`src/rtl/pool_pkg.sv`:
```
// Shared constants and helpers for the pooling layers.
package pool_pkg;

  // IEEE-754 single-precision field masks and the canonical quiet NaN
  localparam logic [31:0] QNAN      = 32'h7FC0_0000;
  localparam logic [31:0] EXP_MASK  = 32'h7F80_0000;
  localparam logic [31:0] MANT_MASK = 32'h007F_FFFF;
  localparam logic [31:0] SIGN_BIT  = 32'h8000_0000;

  // Data format encodings
  localparam int FMT_FP32  = 0;
  localparam int FMT_FIXED = 1;

  // Width of a counter that must hold 0..n-1 (never narrower than one bit)
  function automatic int cnt_w(input int n);
    return (n <= 1) ? 1 : $clog2(n);
  endfunction

endpackage

```
`src/rtl/pool_max_cmp.sv`:
```
// Combinational max of two words: signed compare for fixed point,
// sign-magnitude ordering with NaN and signed-zero rules for fp32.
// Operand a is the stored value and wins every tie.
module pool_max_cmp
  import pool_pkg::*;
#(
  parameter int BIT = 32,
  parameter int FMT = FMT_FP32
) (
  input  logic [BIT-1:0] a,
  input  logic [BIT-1:0] b,
  output logic [BIT-1:0] y
);

  if (FMT == FMT_FIXED) begin : g_fixed
    // Two's-complement compare; ties keep a
    always_comb y = ($signed(b) > $signed(a)) ? b : a;
  end else begin : g_fp32
    logic        a_nan, b_nan, a_zero, b_zero, b_gt;
    logic [30:0] a_mag, b_mag;

    // Sign-magnitude ordering, +0 == -0, any NaN collapses to QNAN
    always_comb begin
      a_mag  = a[30:0];
      b_mag  = b[30:0];
      a_nan  = ((a & EXP_MASK) == EXP_MASK) && ((a & MANT_MASK) != '0);
      b_nan  = ((b & EXP_MASK) == EXP_MASK) && ((b & MANT_MASK) != '0);
      a_zero = (a_mag == '0);
      b_zero = (b_mag == '0);
      b_gt   = 1'b0;
      if (a_zero && b_zero)  b_gt = 1'b0;
      else if (a[31] != b[31]) b_gt = !b[31];
      else if (!a[31])       b_gt = (b_mag > a_mag);
      else                   b_gt = (b_mag < a_mag);
      if (a_nan || b_nan) y = QNAN;
      else                y = b_gt ? b : a;
    end
  end

endmodule

```
`src/rtl/max_pool_stream.sv`:
```
// Streaming non-overlapping max pool. Words arrive raster order with the
// channels of each pixel consecutive; only one band of running maxima
// (COL/POOL * CHANNEL words) is kept.
// Handshake: a word moves on a channel when valid && ready in the same
// cycle; in_ready = !out_valid || out_ready, and out_data/out_last stay
// stable while out_valid is high and out_ready is low.
module max_pool_stream
  import pool_pkg::*;
#(
  parameter int BIT     = 32,
  parameter int CHANNEL = 2,
  parameter int COL     = 4,
  parameter int ROW     = 4,
  parameter int POOL    = 2,
  parameter int FMT     = FMT_FP32
) (
  input  logic           clk,
  input  logic           rst_,
  input  logic [BIT-1:0] in_data,
  input  logic           in_valid,
  input  logic           in_last,
  output logic           in_ready,
  output logic [BIT-1:0] out_data,
  output logic           out_valid,
  output logic           out_last,
  input  logic           out_ready,
  output logic           frame_err
);

  localparam int OCOL     = COL / POOL;
  localparam int COL_USED = OCOL * POOL;
  localparam int ROW_USED = (ROW / POOL) * POOL;
  localparam int DEPTH    = OCOL * CHANNEL;
  localparam int CHW      = cnt_w(CHANNEL);
  localparam int COLW     = cnt_w(COL);
  localparam int ROWW     = cnt_w(ROW);
  localparam int AW       = cnt_w(DEPTH);

  logic [CHW-1:0]  ch;
  logic [COLW-1:0] col;
  logic [ROWW-1:0] row;
  int              ch_i, col_i, row_i, oc, px, py;
  logic            accept, final_pos, frame_bad;
  logic            in_window, win_first, win_done, wr_en, last_out;
  logic [AW-1:0]   addr;

  logic [BIT-1:0]  acc_mem [DEPTH];
  logic [BIT-1:0]  rd_data, acc_old, max_val, new_val;
  logic            byp_valid;
  logic [AW-1:0]   byp_addr;
  logic [BIT-1:0]  byp_data;

  assign in_ready = !out_valid || out_ready;
  assign accept   = in_valid && in_ready;

  // Decode the stream position into window coordinates and frame checks
  always_comb begin
    ch_i      = int'(ch);
    col_i     = int'(col);
    row_i     = int'(row);
    oc        = col_i / POOL;
    px        = col_i % POOL;
    py        = row_i % POOL;
    addr      = AW'(oc * CHANNEL + ch_i);
    in_window = (col_i < COL_USED) && (row_i < ROW_USED);
    win_first = (px == 0) && (py == 0);
    win_done  = (px == POOL - 1) && (py == POOL - 1);
    final_pos = (ch_i == CHANNEL - 1) && (col_i == COL - 1) && (row_i == ROW - 1);
    last_out  = (oc == OCOL - 1) && (row_i == ROW_USED - 1) && (ch_i == CHANNEL - 1);
    frame_bad = accept && (in_last != final_pos);
    wr_en     = accept && in_window && !win_done;
  end

  // Partial max for this slot; the bypass returns the word written on the
  // previous edge so the read port may later be moved onto a register
  assign rd_data = acc_mem[addr];
  assign acc_old = (byp_valid && (byp_addr == addr)) ? byp_data : rd_data;
  assign new_val = win_first ? in_data : max_val;

  pool_max_cmp #(.BIT(BIT), .FMT(FMT)) u_cmp (
    .a (acc_old),
    .b (in_data),
    .y (max_val)
  );

  // Accumulator RAM write; contents are don't-care after reset
  always_ff @(posedge clk) begin
    if (wr_en) acc_mem[addr] <= new_val;
  end

  // Registered copy of the last RAM write for read-before-write
  always_ff @(posedge clk) begin
    if (rst_) begin
      byp_valid <= 1'b0;
    end else if (wr_en) begin
      byp_valid <= 1'b1;
      byp_addr  <= addr;
      byp_data  <= new_val;
    end
  end

  // Position counters: channel fastest, then column, then row
  always_ff @(posedge clk) begin
    if (rst_) begin
      ch  <= '0;
      col <= '0;
      row <= '0;
    end else if (accept) begin
      if (frame_bad || final_pos) begin
        ch  <= '0;
        col <= '0;
        row <= '0;
      end else if (ch_i == CHANNEL - 1) begin
        ch <= '0;
        if (col_i == COL - 1) begin
          col <= '0;
          row <= row + 1'b1;
        end else begin
          col <= col + 1'b1;
        end
      end else begin
        ch <= ch + 1'b1;
      end
    end
  end

  // Output register, loaded when a window completes; frame error pulse
  always_ff @(posedge clk) begin
    if (rst_) begin
      out_valid <= 1'b0;
      out_last  <= 1'b0;
      out_data  <= '0;
      frame_err <= 1'b0;
    end else begin
      frame_err <= frame_bad;
      if (accept && in_window && win_done) begin
        out_valid <= 1'b1;
        out_data  <= new_val;
        out_last  <= last_out;
      end else if (out_ready) begin
        out_valid <= 1'b0;
        out_last  <= 1'b0;
      end
    end
  end

endmodule
```
`config.mk`:
```
export PLATFORM = sky130hd
export DESIGN_NAME = max_pool_stream
export DESIGN_NICKNAME = d
export VERILOG_FILES = /design/src/rtl/pool_pkg.sv /design/src/rtl/pool_max_cmp.sv /design/src/rtl/max_pool_stream.sv
export SDC_FILE = /design/constraint.sdc
export NUM_CORES = 1
export LEC_CHECK = 0
export BUFFER_PORTS_ARGS = -buffer_cell sky130_fd_sc_hd__buf_4
export CAP_MARGIN = 20
export CORE_MARGIN = 10
export CORE_UTILIZATION = 30
export DETAILED_ROUTE_END_ITERATION = 6
export PLACE_DENSITY_LB_ADDON = 0.2
export SLEW_MARGIN = 20
export SYNTH_ARGS = -nofsm -noshare
export SYNTH_HDL_FRONTEND = slang
export SYNTH_SLANG_ARGS = --single-unit
```
`constraint.sdc`:
```
create_clock -name clk -period 6.1 [get_ports clk]
set_input_delay 0.915 -clock clk [delete_from_list [all_inputs] [get_ports clk]]
set_output_delay 0.915 -clock clk [all_outputs]
set_load 0.02 [all_outputs]
```
==> metrics.yaml <==
run_status: "finished clean"
grt.total_usage: 0.137
switching_share: 0.249
power_frac_comb: 0.116
netlist_top_cells_area: "edfxtp_1, dfxtp_1, mux4_2"
start_kind: "register"
ir_drop_mv: 0.164
drc: 0
relSlewSlack: 0.304
grt_pass1_wl_mm: 40.7
slew_violations: 0
final_area_um2: 11300
drv_cap: 0
dp_slack_ns: 0.979
layout_common_cells: "edfxtp_1, buf_4, nand2_1, mux2i_1, dfxtp_1"
multi_input_area_um2: 3610
ys_seq_area_frac: 0.593
area_delta_synth_final_pct: 17.8
final_common_cell: "edfxtp_1"
dr.first_iter.drc_count: 459
antenna_found_initial: 0
internal_power_w: 0.00244
core_area_um2: 31600
vias_per_cell: 5.20
cts_tree: "yes"
power.static_leakage_nw: 4.18
clock.fmax_mhz: 197
yosysUniqueCellTypes: 73
initial_core_util: 0.304
clk_latency_ns: 0.53
cts_buffers: 23
clock_sinks: 203
fin_crit_ns: 5.09
die_w_um: 199
synth_fp_nets: 743
vias: 6138
pwr-share-clk: 0.409
synth_warnings: 0
rsz0062_at_grt: "no"
fin_crit_sh: 0.834
seq_area_um2: 5690
worst_pin_slew_ns: 1.04
drt-pass1-iter-count: 5
wl_per_cell_um: 23.0
dieArea_um2: 39500
holdCritPathClass: "reg -> reg"
synth_seq_cells: 203
ctsLongestPathBuffers: 3
grt-ovfl-total: 0
post_cts_buffers: 0
grt_pass1_vias: 6458
required_ns: 6.35
setup_ws_ns: 1.01
setup-violations-final: 0
grt_max_degree: 33
synth_top_area_share: 0.507
hold_viol_final: 0
syn_area_um2: 9590
cp.arrival_ns: 5.34
drt-total-wl_mm: 27.1
post-dp-hpwl_mm: 18.6
portBuffers: 72
cts-root-buf: "clkbuf_16"
layout-drive-gt1-share: 0.230
fp.dieH_um: 199
cp-end-kind: "register"
htree_num_levels: 1
synth_top_area_cell: "edfxtp_1"
p_sw_w: 0.000810
path_max_fanout: 22
power_frac_seq: 0.476
row_count: 65
syn_avg_cell_area_um2: 14.1
antenna_cells: 0
cts.hold.buffers_added: 0
gp_congestion: 0.829
setup_tns_ns: 0
p_per_area_nw_per_um2: 288
finClkSkew_ns: 0.0141
io_pins: 73
dpl_cell_area_um2: 10600
syn_inst: 678
nFillCells: 3072
async_flop_share: 0
ys.flop_type: "edfxtp_1"
synth_edf_count: 162
final_nets: 827
critPathKind: "reg -> reg"
clk_pin_slew_ns: 0.06
postRouteAntennaNets: 0
post_cts_resized: 0
[synth_stat cells (2+ instances only)]
cell,n
a211oi_1,3
a21o_1,3
a21oi_1,19
a22o_1,20
a31oi_1,5
a32oi_1,2
and2_1,5
buf_1,4
buf_12,2
buf_2,3
buf_6,11
clkbuf_1,10
dfxtp_1,41
edfxtp_1,162
ha_1,28
inv_1,23
mux2_2,5
mux2i_1,44
mux4_1,12
mux4_2,20
nand2_1,46
nand2b_1,3
nand3_1,13
nand3b_1,2
nand4_1,27
nor2_1,31
nor2b_1,2
nor3_1,7
nor3b_1,2
nor4_1,19
o211ai_1,2
o21ai_0,13
o21ai_1,23
o21bai_1,5
o2bb2ai_1,3
o311a_1,4
o311ai_0,4
o31ai_1,4
o31ai_2,3
or2_2,2
or3_1,4
or4_1,3
xor2_1,4
[final cells by class]
class | count | share of cell area
repair buffers | 90 | 0.0609
clock buffers | 28 | 0.0544
well taps | 402 | 0.0445
multi-input cells | 421 | 0.319
clock inverters | 14 | 0.00964
flip-flops and latches | 203 | 0.503
inverters | 23 | 0.00764
[worst paths after layout]
check,startpoint,to,depth (start not counted),slack [ns]
setup / recovery,col[1]$_SDFFE_PP0P_,acc_mem[2][4]$_DFFE_PP_,16,1.01
hold / removal,out_data[12]$_SDFFE_PP0P_,out_data[12]$_SDFFE_PP0P_,2,0.45
setup reg to reg,col[1]$_SDFFE_PP0P_,acc_mem[2][4]$_DFFE_PP_,16,1.01
hold reg to reg,out_data[12]$_SDFFE_PP0P_,out_data[12]$_SDFFE_PP0P_,2,0.45
[metrics by stage]
step / hold slack, ns / power (W) / cells / utilization
6_report: 0.446 / 0.00325 / 1181 / 0.358
5_1_grt: 0.472 / 0.00338 / 1181 / 0.358
4_1_cts: 0.451 / 0.00329 / 1181 / 0.358
3_5_place_dp: 0.442 / 0.00196 / 1139 / 0.335
3_3_place_gp: 0.438 / 0.00196 / 1139 / 0.335
2_1_floorplan: 0.431 / 0.00184 / 678 / -
[state kept, by name, summed over array words and instances (netlist names)]
| signal | count |
|---|---|
| byp_addr | 2 |
| col | 2 |
| byp_data | 32 |
| byp_valid | 1 |
| ch | 1 |
| row | 2 |
| out_data | 32 |
| acc_mem | 128 |
| out_last | 1 |
| frame_err | 1 |
| out_valid | 1 |
[routing by layer]
metal  up-vias  GRT usage  routed length [um]
li1       2880          -                   -
met1      3063      0.178               12000
met2       162      0.231               13200
met3        33     0.0262                1450
met4         0     0.0328                 478
met5         -          0                   0
[cells by family after synthesis]
kind of cell / count (synthesis) / share of synthesized area
simple gates: 176 / 0.0951
compound gates: 126 / 0.0954
buf+inv: 54 / 0.0347
mux: 82 / 0.133
xor+xnor: 8 / 0.0108
fa+ha+maj: 29 / 0.0377
flops: 203 / 0.593
[power by group through the flow]
| stage | clock network (W) | registers [W] | logic (W) |
|---|---|---|---|
| 2_1_floorplan | 0 | 0.00157 | 0.000267 |
| 6_report | 0.00133 | 0.00155 | 0.000376 |
| 4_1_cts | 0.00136 | 0.00155 | 0.000381 |
| 5_1_grt | 0.00142 | 0.00155 | 0.000412 |
| 3_5_place_dp | 0 | 0.00158 | 0.000380 |
| 3_3_place_gp | 0 | 0.00158 | 0.000379 |
[worst max-delay path: stages (launching register included)]
cell and delay, ns:
dfxtp_2 0.36, buf_4 0.37, xor2_1 0.66, o31ai_1 0.23, nand2_1 0.14, inv_1 0.05
ha_1 0.30, nand4_1 0.19, nor4_1 0.39, o21ai_0 0.14, o211ai_1 0.30, a211oi_1 0.13
a21o_1 0.25, a211oi_4 0.62, nor3_2 0.06, buf_4 0.27, a22o_1 0.33
Note: power is estimated with default switching activity, not from simulation.
